**src/rtl/miner_pkg.sv**
```systemverilog
// rtl/miner_pkg.sv - shared widths, result word layout and scheduler state encoding
package miner_pkg;

  localparam int NONCE_W  = 32;
  localparam int HASH_W   = 256;
  localparam int RESULT_W = NONCE_W + HASH_W;

  typedef struct packed {
    logic [NONCE_W-1:0] nonce;
    logic [HASH_W-1:0]  hash;
  } result_t;

  // All-ones nonce with an all-zero hash tells the host the job had no solution.
  localparam result_t NO_SOLUTION = '{nonce: 32'hFFFF_FFFF, hash: '0};

  typedef enum logic [1:0] {
    ST_IDLE   = 2'd0,
    ST_RUN    = 2'd1,
    ST_REPORT = 2'd2
  } sched_state_e;

endpackage

```
**src/rtl/rr_arbiter.sv**
```systemverilog
// rtl/rr_arbiter.sv - combinational round-robin arbiter; first request at or above ptr wins, with wrap
module rr_arbiter #(
  parameter  int N  = 2,
  localparam int IW = (N > 1) ? $clog2(N) : 1
) (
  input  logic [N-1:0]  req,
  input  logic [IW-1:0] ptr,
  output logic [N-1:0]  grant,
  output logic [IW-1:0] grant_idx
);

  logic          w_hit;
  logic [IW-1:0] w_idx;

  always_comb begin
    grant     = '0;
    grant_idx = '0;
    w_hit     = 1'b0;
    w_idx     = '0;
    for (int i = 0; i < N; i++) begin
      w_idx = IW'((int'(ptr) + i) % N);
      if (!w_hit && req[w_idx]) begin
        w_hit        = 1'b1;
        grant[w_idx] = 1'b1;
        grant_idx    = w_idx;
      end
    end
  end

endmodule

```
**src/rtl/nonce_scheduler.sv**
```systemverilog
// rtl/nonce_scheduler.sv - splits the nonce space into chunks, feeds the hashing cores and reports one result
module nonce_scheduler #(
  parameter int CORES     = 1,
  parameter int CHUNK_LOG = 24,
  parameter int NONCE_W   = miner_pkg::NONCE_W,
  parameter int HASH_W    = miner_pkg::HASH_W
) (
  input  logic                        clk,
  input  logic                        rst,
  input  logic                        job_valid,
  output logic                        job_ready,
  output logic [CORES-1:0]            core_start,
  output logic [NONCE_W-1:0]          core_base,
  output logic                        core_abort,
  input  logic [CORES-1:0]            core_done,
  input  logic [CORES-1:0]            core_found,
  input  logic [CORES*NONCE_W-1:0]    core_nonce,
  input  logic [CORES*HASH_W-1:0]     core_hash,
  input  logic                        tx_busy,
  output logic                        send_data,
  output logic [NONCE_W+HASH_W-1:0]   tx_data,
  output logic [1:0]                  state_o
);

  import miner_pkg::*;

  localparam int IW = (CORES > 1) ? $clog2(CORES) : 1;
  localparam logic [NONCE_W:0] CHUNK_INC = {{NONCE_W{1'b0}}, 1'b1} << CHUNK_LOG;

  sched_state_e        r_state, w_state_nxt;
  logic [NONCE_W-1:0]  r_next_base, w_next_base_nxt;
  logic                r_exhausted, w_exhausted_nxt;
  logic [CORES-1:0]    r_busy, w_busy_nxt;
  logic [IW-1:0]       r_rr_ptr, w_rr_ptr_nxt;
  logic [CORES-1:0]    r_core_start, w_core_start_nxt;
  logic [NONCE_W-1:0]  r_core_base, w_core_base_nxt;
  logic                r_core_abort, w_core_abort_nxt;
  logic                r_send_data, w_send_data_nxt;
  result_t             r_tx_data, w_tx_data_nxt;

  logic                w_found;
  logic [CORES-1:0]    w_grant;
  logic [IW-1:0]       w_win_idx;
  logic [IW-1:0]       w_rr_inc;
  result_t             w_win_result;
  logic                w_free_hit;
  logic [CORES-1:0]    w_free_onehot;
  logic [NONCE_W:0]    w_sum;

  rr_arbiter #(.N(CORES)) u_arb (
    .req       (core_found),
    .ptr       (r_rr_ptr),
    .grant     (w_grant),
    .grant_idx (w_win_idx)
  );

  assign w_found            = |core_found;
  assign w_win_result.nonce = core_nonce[int'(w_win_idx)*NONCE_W +: NONCE_W];
  assign w_win_result.hash  = core_hash[int'(w_win_idx)*HASH_W +: HASH_W];
  assign w_rr_inc           = (int'(w_win_idx) == CORES - 1) ? '0 : w_win_idx + 1'b1;
  // The carry out of the widened add marks the last chunk of the nonce space.
  assign w_sum              = {1'b0, r_next_base} + CHUNK_INC;

  always_comb begin
    w_free_hit    = 1'b0;
    w_free_onehot = '0;
    for (int i = 0; i < CORES; i++) begin
      if (!w_free_hit && !r_busy[i]) begin
        w_free_hit       = 1'b1;
        w_free_onehot[i] = 1'b1;
      end
    end
  end

  always_ff @(posedge clk) begin
    if (rst) r_state <= ST_IDLE;
    else     r_state <= w_state_nxt;
  end

  always_comb begin
    w_state_nxt = r_state;
    case (r_state)
      ST_IDLE:   if (job_valid) w_state_nxt = ST_RUN;
      ST_RUN: begin
        if (w_found)                          w_state_nxt = ST_REPORT;
        else if (r_exhausted && r_busy == '0) w_state_nxt = ST_REPORT;
      end
      ST_REPORT: if (!tx_busy) w_state_nxt = ST_IDLE;
      default:   w_state_nxt = ST_IDLE;
    endcase
  end

  always_comb begin
    w_next_base_nxt  = r_next_base;
    w_exhausted_nxt  = r_exhausted;
    w_busy_nxt       = r_busy;
    w_rr_ptr_nxt     = r_rr_ptr;
    w_core_start_nxt = '0;
    w_core_base_nxt  = r_core_base;
    w_core_abort_nxt = 1'b0;
    w_send_data_nxt  = 1'b0;
    w_tx_data_nxt    = r_tx_data;
    case (r_state)
      ST_IDLE: begin
        if (job_valid) begin
          w_next_base_nxt = '0;
          w_exhausted_nxt = 1'b0;
          w_busy_nxt      = '0;
        end
      end
      ST_RUN: begin
        if (w_found) begin
          w_tx_data_nxt    = w_win_result;
          w_core_abort_nxt = 1'b1;
          w_busy_nxt       = '0;
          w_rr_ptr_nxt     = w_rr_inc;
        end else if (r_exhausted && r_busy == '0) begin
          w_tx_data_nxt = NO_SOLUTION;
        end else begin
          // Dispatch looks at the busy mask before this cycle's done pulses.
          w_busy_nxt = r_busy & ~core_done;
          if (!r_exhausted && w_free_hit) begin
            w_core_start_nxt = w_free_onehot;
            w_core_base_nxt  = r_next_base;
            w_busy_nxt       = w_busy_nxt | w_free_onehot;
            w_next_base_nxt  = w_sum[NONCE_W-1:0];
            w_exhausted_nxt  = w_sum[NONCE_W];
          end
        end
      end
      ST_REPORT: begin
        if (!tx_busy) w_send_data_nxt = 1'b1;
      end
      default: ;
    endcase
  end

  always_ff @(posedge clk) begin
    if (rst) begin
      r_next_base  <= '0;
      r_exhausted  <= 1'b0;
      r_busy       <= '0;
      r_rr_ptr     <= '0;
      r_core_start <= '0;
      r_core_base  <= '0;
      r_core_abort <= 1'b0;
      r_send_data  <= 1'b0;
      r_tx_data    <= '0;
    end else begin
      r_next_base  <= w_next_base_nxt;
      r_exhausted  <= w_exhausted_nxt;
      r_busy       <= w_busy_nxt;
      r_rr_ptr     <= w_rr_ptr_nxt;
      r_core_start <= w_core_start_nxt;
      r_core_base  <= w_core_base_nxt;
      r_core_abort <= w_core_abort_nxt;
      r_send_data  <= w_send_data_nxt;
      r_tx_data    <= w_tx_data_nxt;
    end
  end

  assign job_ready  = (r_state == ST_IDLE);
  assign core_start = r_core_start;
  assign core_base  = r_core_base;
  assign core_abort = r_core_abort;
  assign send_data  = r_send_data;
  assign tx_data    = r_tx_data;
  assign state_o    = r_state;

endmodule

```
**config.mk**
```make
export PLATFORM = sky130hd
export DESIGN_NAME = nonce_scheduler
export DESIGN_NICKNAME = d
export VERILOG_FILES = /design/src/rtl/miner_pkg.sv /design/src/rtl/rr_arbiter.sv /design/src/rtl/nonce_scheduler.sv
export SDC_FILE = /design/constraint.sdc
export NUM_CORES = 1
export LEC_CHECK = 0
export CELL_PAD_IN_SITES_DETAIL_PLACEMENT = 0
export CELL_PAD_IN_SITES_GLOBAL_PLACEMENT = 1
export CORE_AREA = 3 3 242 244
export DETAILED_ROUTE_END_ITERATION = 7
export DIE_AREA = 0 0 245 247
export PLACE_DENSITY = 0.58
export SYNTH_ARGS = -nofsm -noshare
export SYNTH_HDL_FRONTEND = slang
export SYNTH_HIERARCHICAL = 1
export SYNTH_SLANG_ARGS = --single-unit
export TNS_END_PERCENT = 20
```
**constraint.sdc**
```tcl
create_clock -name clk -period 3.3 [get_ports clk]
set_input_delay 0.495 -clock clk [delete_from_list [all_inputs] [get_ports clk]]
set_output_delay 0.495 -clock clk [all_outputs]
set_load 0.01 [all_outputs]
```
---- Yosys cells after proc, flatten, opt, wreduce, memory -nomap -nowiden ----
Index checks and enable logic that the tools add are counted.
operators by class
  $add $sub $neg .......................... 1
  mux-type cells .......................... 24
  equality and inequality tests ........... 9
  bitwise gates (word level) .............. 9
  reduce and logical (&&, ||, !) cells .... 14
operator list
  cell                      number
  $mux W288                 2
  $mux W32                  4
  $pmux W32 S2              1
  $add A32 B25 Y33 const B  1
  $mux W1                   10
  $ne A2 B2 Y1 const B      5
  $mux W2                   4
  $not A1 Y1                7
  $ne A3 B3 Y1 const B      2
  $pmux W2 S3               1
  $reduce_and A3 Y1         2
  $reduce_and A5 Y1         1
  $reduce_or A5 Y1          1
  $pmux W1 S2               2
  $reduce_and A4 Y1         1
  $reduce_bool A2 Y1        2
  $reduce_or A2 Y1          2
  $eq A2 B1 Y1 const B      1
  $eq A2 B2 Y1 const B      1
  $logic_and A1 B1 Y1       2
  $logic_not A2 Y1          1
  $reduce_and A2 Y1         1
  $and A1 B1 Y1             1
  $logic_not A1 Y1          1
  $or A1 B1 Y1              1
word-level totals
  register bits ........................... 359
  input bits .............................. 294

---- Logic depth before layout (Yosys ltp) ----
Gate-level depths: netlist of the first run.
  depth after elaboration ................. 7
  depth in mapped cells ................... 8
  mapped depth without buffers ............ 5

---- Hierarchy ----
The synthesis of the first run kept the hierarchy.
by module, submodules not included
  module           area each (um2)  instances  cells an instance  seq. area each (um2)
  nonce_scheduler  10,805.4         1          1,130              6,226.0
  rr_arbiter       18.8             1          3                  0.0

---- Worst setup path before layout of the first run ----
No wires, ideal clock.
  path type ............................... register to register
  start ................................... register r_state[1] (netlist: state_o[1])
  end ..................................... register r_tx_data, in the netlist tx_data[159]
  buffers on the path ..................... 4
  stages on the path, launching flop included .. 9
  data required time ...................... 3,172 ps
  path slack .............................. 1,705 ps
  library setup time ...................... 128 ps
  arrival ................................. 1,468 ps
  cell sequence ........................... dfxtp_1 buf_2 nand2b_1 a21o_1 clkbuf_1 buf_2 buf_2 a22oi_1 nor2_1
on the way
  word-level cells in the longest chain between the ends .. 2
ends and longest elaborated chain
  item                                line                    source
  start, declared                     nonce_scheduler.sv:30   sched_state_e r_state, w_state_nxt;
  start signal, assigned              nonce_scheduler.sv:77   else r_state <= w_state_nxt;
  $eq A2 B1 Y1                        nonce_scheduler.sv:103  case (r_state)
  $reduce_and A2 Y1 (no source line)  --
  end signal, assigned                nonce_scheduler.sv:158  r_tx_data <= w_tx_data_nxt;
  end, declared                       nonce_scheduler.sv:39   result_t r_tx_data, w_tx_data_nxt;
Every way passes these cells.
A chain may end at the register's enable or synchronous reset.

---- Final worst setup path of the first run ----
  start ................................... register r_state[0] (netlist: state_o[0])
  end ..................................... output port state_o[0]
RTL lines
  item           line                   source
  end, declared  nonce_scheduler.sv:22  output logic [1:0] state_o
No word-level cell between the ends.

==> results.txt, run 1 <==
status -> completed
CP max FO -> 16
critical-path cell list -> clkdlybuf4s50_1
CP max stage cell -> dfxtp_1
sum of negative setup slack -> 0 ps
initial DRC count -> 424
pwr/cell area -> 494 nW/um^2
multi-input combinational cell area -> 4020 um^2
Final Cycle Share -> 72.9%
Setup Buffers After CTS -> 0
path type of the worst min-delay path -> in2reg
register area -> 6230 um^2
Rows -> 87
vias in the first global route -> 10800
antenna violations before repair -> 2
RR Endpoint -> tx_data[101]$_SDFFE_PP0P_
I/O Buffers -> 595
RSZ-0062 raised after global routing -> false
htree depth -> 2
final wirelength -> 45.5 mm
largest net degree at the start of global routing -> 120
TritonCTS buffer count -> 39
Critical Path AT -> 1910 ps
beginning of the worst hold path -> rst
TritonCTS clock tree -> built
slowest stage delay, CP -> 720 ps
Area Growth Syn to Fin -> 73.7%
die height -> 247 um
Synth Warn # -> 6
Fmax -> 0.416 GHz
FF-to-FF Start -> state_o[0]$_SDFFE_PP0P_
Root Driver -> clkbuf_16
Avg Synthesized Cell Area -> 9.56 um^2
post-route cell area -> 18800 um^2
Syn Std Cell Area -> 10800 um^2
Detailed Routing Iterations Pass 1 -> 4
Worst-Skew Late Latency -> 530 ps
DRC viols -> 0
GRT Overall Usage -> 14.2%
Sink Count -> 311
Core ar. -> 56500 um^2
Worst setup EP type -> output port
Routed Antenna Nets -> 0
Slew Limit Fails -> 0
diode count -> 0
final net count -> 1982
num ports -> 620
Setup CP Type -> reg2out
final hold viol count -> 0
Worst setup SP type -> register
Longest Clk Path Bufs -> 3
top cell family by delay on the critical path -> flip-flops
Hold Buf Count CTS -> 0
Crit path depth -> 1
Rel. slew slack -> 54.6%
Synth Instances -> 1132
chip width -> 245 um
VDD IR max -> 345 uV
CP startpoint -> state_o[0]$_SDFFE_PP0P_
crit path to -> state_o[0]
Hold Worst Slack -> 413 ps
gp weighted congestion -> 0.783
routed vias -> 10500
R2R depth -> 6
static leakage -> 6.55 nW
Clock transition at path regs -> 60 ps
drt wl/cell -> 18.4 um
worst-margin pin slew -> 681 ps
Worst Skew -> 10.6 ps
register-to-register setup slack -> 1000 ps
Avg Vias per Cell -> 4.25
Max Cap Viol -> 0
Die ar. -> 60500 um^2
Final Setup Violations -> 0
Crit path required time -> 2800 ps
Final HPWL DP -> 32.7 mm
cts repair resizes -> 0
fillers -> 5828
first-pass GRT wire length -> 66.8 mm
Buf+Inv Stages, Crit Path -> 1
initial core utilization -> 19.1%
instance area at placement -> 17500 um^2
GRT overflow -> 0
fraction of final layout cells sized beyond drive strength 1 -> 5.36%
crit path time final -> 2400 ps
## flip-flops by register name, indices dropped and copies added, names as in the netlist
register / flops
core_abort: 1
core_base: 8
core_start: 1
r_busy: 1
r_exhausted: 1
r_next_base: 8
send_data: 1
state_o: 2
tx_data: 288
## per-stage QoR
stage / util [%] / instances / power [mW] / setup slack, ps
after floorplan: - / 1155 / 4.35 / 1700
after global placement: 30.9 / 2402 / 4.99 / 884
after detailed placement: 30.9 / 2402 / 4.99 / 827
after CTS: 33.3 / 2471 / 9.48 / 820
after global routing: 33.3 / 2471 / 9.69 / 740
final: 33.3 / 2471 / 9.28 / 896
## area by class of cell
type                       count  share of cell area (%)
tap                          756                    5.04
multi-input combinational    711                    21.4
sequential                   311                    33.1
timing repair buffer         622                    33.4
inverter                       2                  0.0400
clock inverter                 9                   0.833
clock buffer                  60                    6.15
## layer usage
layer / vias up / global-route usage [%] / routed length [um]
li1: 5069 / - / -
met1: 4907 / 15.7 / 17500
met2: 455 / 23.8 / 21600
met3: 72 / 6.70 / 5150
met4: 4 / 5.04 / 1250
met5: - / 0 / 23
## cells in the final DEF (no fill, tap or decap), types with 3 or more instances in the layout
cell type,n
clkdlybuf4s50_1,594
dfxtp_1,311
nor2_1,287
a22oi_1,265
clkbuf_16,39
nand2b_1,28
a21oi_1,26
a211oi_1,25
conb_1,25
nand2_1,23
buf_4,18
clkbuf_1,11
clkbuf_8,10
buf_12,9
bufinv_16,4
nand3_1,3
a311oi_1,3
inv_6,3
## power breakdown
part | switching (mW) | internal [mW]
Clock | 1.66 | 2.72
Combinational | 0.419 | 0.583
Sequential | 0.0559 | 3.85
Total | 2.14 | 7.15
## worst min path at each step
stage,cells past startpoint,endpoint,slack (ps)
3_3_place_gp,2,core_base[25]$_SDFFE_PP0P_,450
6_report,2,tx_data[80]$_SDFFE_PP0P_,410
4_1_cts,2,tx_data[77]$_SDFFE_PP0P_,400
2_1_floorplan,2,core_base[27]$_SDFFE_PP0P_,460
3_5_place_dp,2,core_base[25]$_SDFFE_PP0P_,450
5_1_grt,2,tx_data[80]$_SDFFE_PP0P_,420
Note: power is estimated with default switching activity, not from simulation.
==> inputs of run 2 (changes only) <==
--- a/config.mk
+++ b/config.mk
@@ -7,10 +7,10 @@
 export LEC_CHECK = 0
 export CELL_PAD_IN_SITES_DETAIL_PLACEMENT = 0
 export CELL_PAD_IN_SITES_GLOBAL_PLACEMENT = 1
-export CORE_AREA = 3 3 242 244
+export CORE_AREA = 3 3 244 246
 export DETAILED_ROUTE_END_ITERATION = 7
-export DIE_AREA = 0 0 245 247
-export PLACE_DENSITY = 0.58
+export DIE_AREA = 0 0 247 249
+export PLACE_DENSITY = 0.59
 export SYNTH_ARGS = -nofsm -noshare
 export SYNTH_HDL_FRONTEND = slang
 export SYNTH_HIERARCHICAL = 1
==> constraint.sdc (replaced) <==
create_clock -name clk -period 2.1 [get_ports clk]
set_input_delay 0.315 -clock clk [delete_from_list [all_inputs] [get_ports clk]]
set_output_delay 0.315 -clock clk [all_outputs]
set_load 0.01 [all_outputs]
==> results.txt, run 2 (synthesized netlist as in run 1, its figures left out) <==
status -> completed
Setup Buffers After CTS -> 0 (unchanged)
final net count -> 2004 (+1.1%)
Core ar. -> 57600 um^2 (+1.9%)
htree depth -> 2 (unchanged)
crit path time final -> 1990 ps
Setup CP Type -> reg2out
Worst setup EP type -> output port
Area Growth Syn to Fin -> 76.0%
antenna violations before repair -> 4 (+2)
path type of the worst min-delay path -> in2reg
largest net degree at the start of global routing -> 96 (-20%)
I/O Buffers -> 595 (unchanged)
Clock transition at path regs -> 60 ps (about the same)
register area -> 6230 um^2 (unchanged)
routed vias -> 10600 (+1.3%)
initial core utilization -> 18.8% (-0.36 points)
Crit path required time -> 1780 ps (-1020 ps)
GRT overflow -> 0 (unchanged)
Fmax -> 0.503 GHz
Total Power -> 14.2 mW (+52%)
fillers -> 5920 (+1.6%)
Avg Vias per Cell -> 4.25 (about the same)
pwr/cell area -> 744 nW/um^2 (+50%)
fraction of final layout cells sized beyond drive strength 1 -> 6.57% (+1.2 points)
VDD IR max -> 475 uV (+38%)
sum of negative setup slack -> 0 ps (unchanged)
Max Cap Viol -> 0 (unchanged)
first-pass GRT wire length -> 66.7 mm (-0.20%)
Routed Antenna Nets -> 0 (unchanged)
gp weighted congestion -> 0.772 (-1.4%)
Worst-Skew Late Latency -> 540 ps (about the same)
vias in the first global route -> 10700 (-1.1%)
drt wl/cell -> 18.1 um (-1.9%)
Sink Count -> 311 (unchanged)
Detailed Routing Iterations Pass 1 -> 5 (+1)
Die ar. -> 61500 um^2 (+1.6%)
Placed Cells -> 2435 (+1.4%)
register-to-register setup slack -> 330 ps (-670 ps)
multi-input combinational cell area -> 4020 um^2 (unchanged)
final hold viol count -> 0 (unchanged)
TritonCTS buffer count -> 37 (-5.1%)
CP max FO -> 15 (-1)
cts repair resizes -> 0 (unchanged)
num ports -> 620 (unchanged)
GRT Overall Usage -> 13.9% (-0.28 points)
Final Setup Violations -> 0 (unchanged)
Final HPWL DP -> 33.1 mm (+0.99%)
fin cells -> 2503 (+1.3%)
Largest register FFs -> 288 (unchanged)
Critical Path AT -> 1670 ps (-240 ps)
most frequent cells in the layout -> clkdlybuf4s50_1 (594), dfxtp_1 (311), nor2_1 (287)
Worst Skew -> 8.69 ps (-1.96 ps)
Worst setup SP type -> register
Rows -> 88 (+1.1%)
DRC viols -> 0 (unchanged)
TritonCTS clock tree -> built
Hold Buf Count CTS -> 0 (unchanged)
Longest Clk Path Bufs -> 3 (unchanged)
static leakage -> 6.67 nW (+1.8%)
RSZ-0062 raised after global routing -> false
Final Cycle Share -> 94.6%
Root Driver -> clkbuf_16
final wirelength -> 45.3 mm (-0.58%)
die height -> 249 um (+0.81%)
initial DRC count -> 539 (+27%)
Slew Limit Fails -> 0 (unchanged)
most common cell after layout, fill and taps aside -> clkdlybuf4s50_1
chip width -> 247 um (+0.82%)
[run 2: layout make-up]
type / count / share of cell area [%]
Clock buffer: 57 / 5.90
Antenna cell: 2 / 0.0263
Sequential cell: 311 / 32.7
Clock inverter: 9 / 0.427
Timing Repair Buffer: 646 / 34.8
Tap cell: 765 / 5.03
Multi-Input combinational cell: 711 / 21.1
Inverter: 2 / 0.0394
[run 2: critical path, cell delays in order, from the launching register on]
cell,delay (ps)
dfxtp_1,310
buf_4,190
nor2_1,90
clkdlybuf4s50_1,540
[run 2: through the flow]
stage	area, um^2	setup WS, ps	hold WS [ps]	util (%)
2_1_floorplan	10900	505	394	-
5_1_grt	19000	36.6	104	33.1
4_1_cts	19000	54.6	72.4	33.1
3_5_place_dp	17800	81.7	450	31.0
3_3_place_gp	17800	50.6	447	31.0
6_report	19000	113	105	33.1
[run 2: path summary, 6_finish.rpt]
path | start | cells past startpoint | to
setup / recovery | state_o[0]$_SDFFE_PP0P_ | 3 | job_ready
hold / removal | rst | 2 | tx_data[156]$_SDFFE_PP0P_
setup reg to reg | r_busy$_SDFFE_PP0P_ | 5 | tx_data[260]$_SDFFE_PP0P_
hold reg to reg | core_base[28]$_SDFFE_PP0P_ | 2 | core_base[28]$_SDFFE_PP0P_
[run 2: metal layers]
| layer | GRT usage, % | part of all wire, % | vias to the layer above |
|---|---|---|---|
| met5 | 0 | 0.060 | - |
| met4 | 4.68 | 2.9 | 4 |
| met3 | 5.87 | 11 | 71 |
| met2 | 23.5 | 47 | 449 |
| met1 | 15.7 | 39 | 5004 |
| li1 | - | - | 5118 |
[run 2: power breakdown]
| part | internal, mW | leakage, nW | switching, mW |
|---|---|---|---|
| Sequential | 6.04 | 2.52 | 0.0773 |
| Combinational | 0.970 | 3.57 | 0.677 |
| Clock | 3.81 | 0.585 | 2.58 |
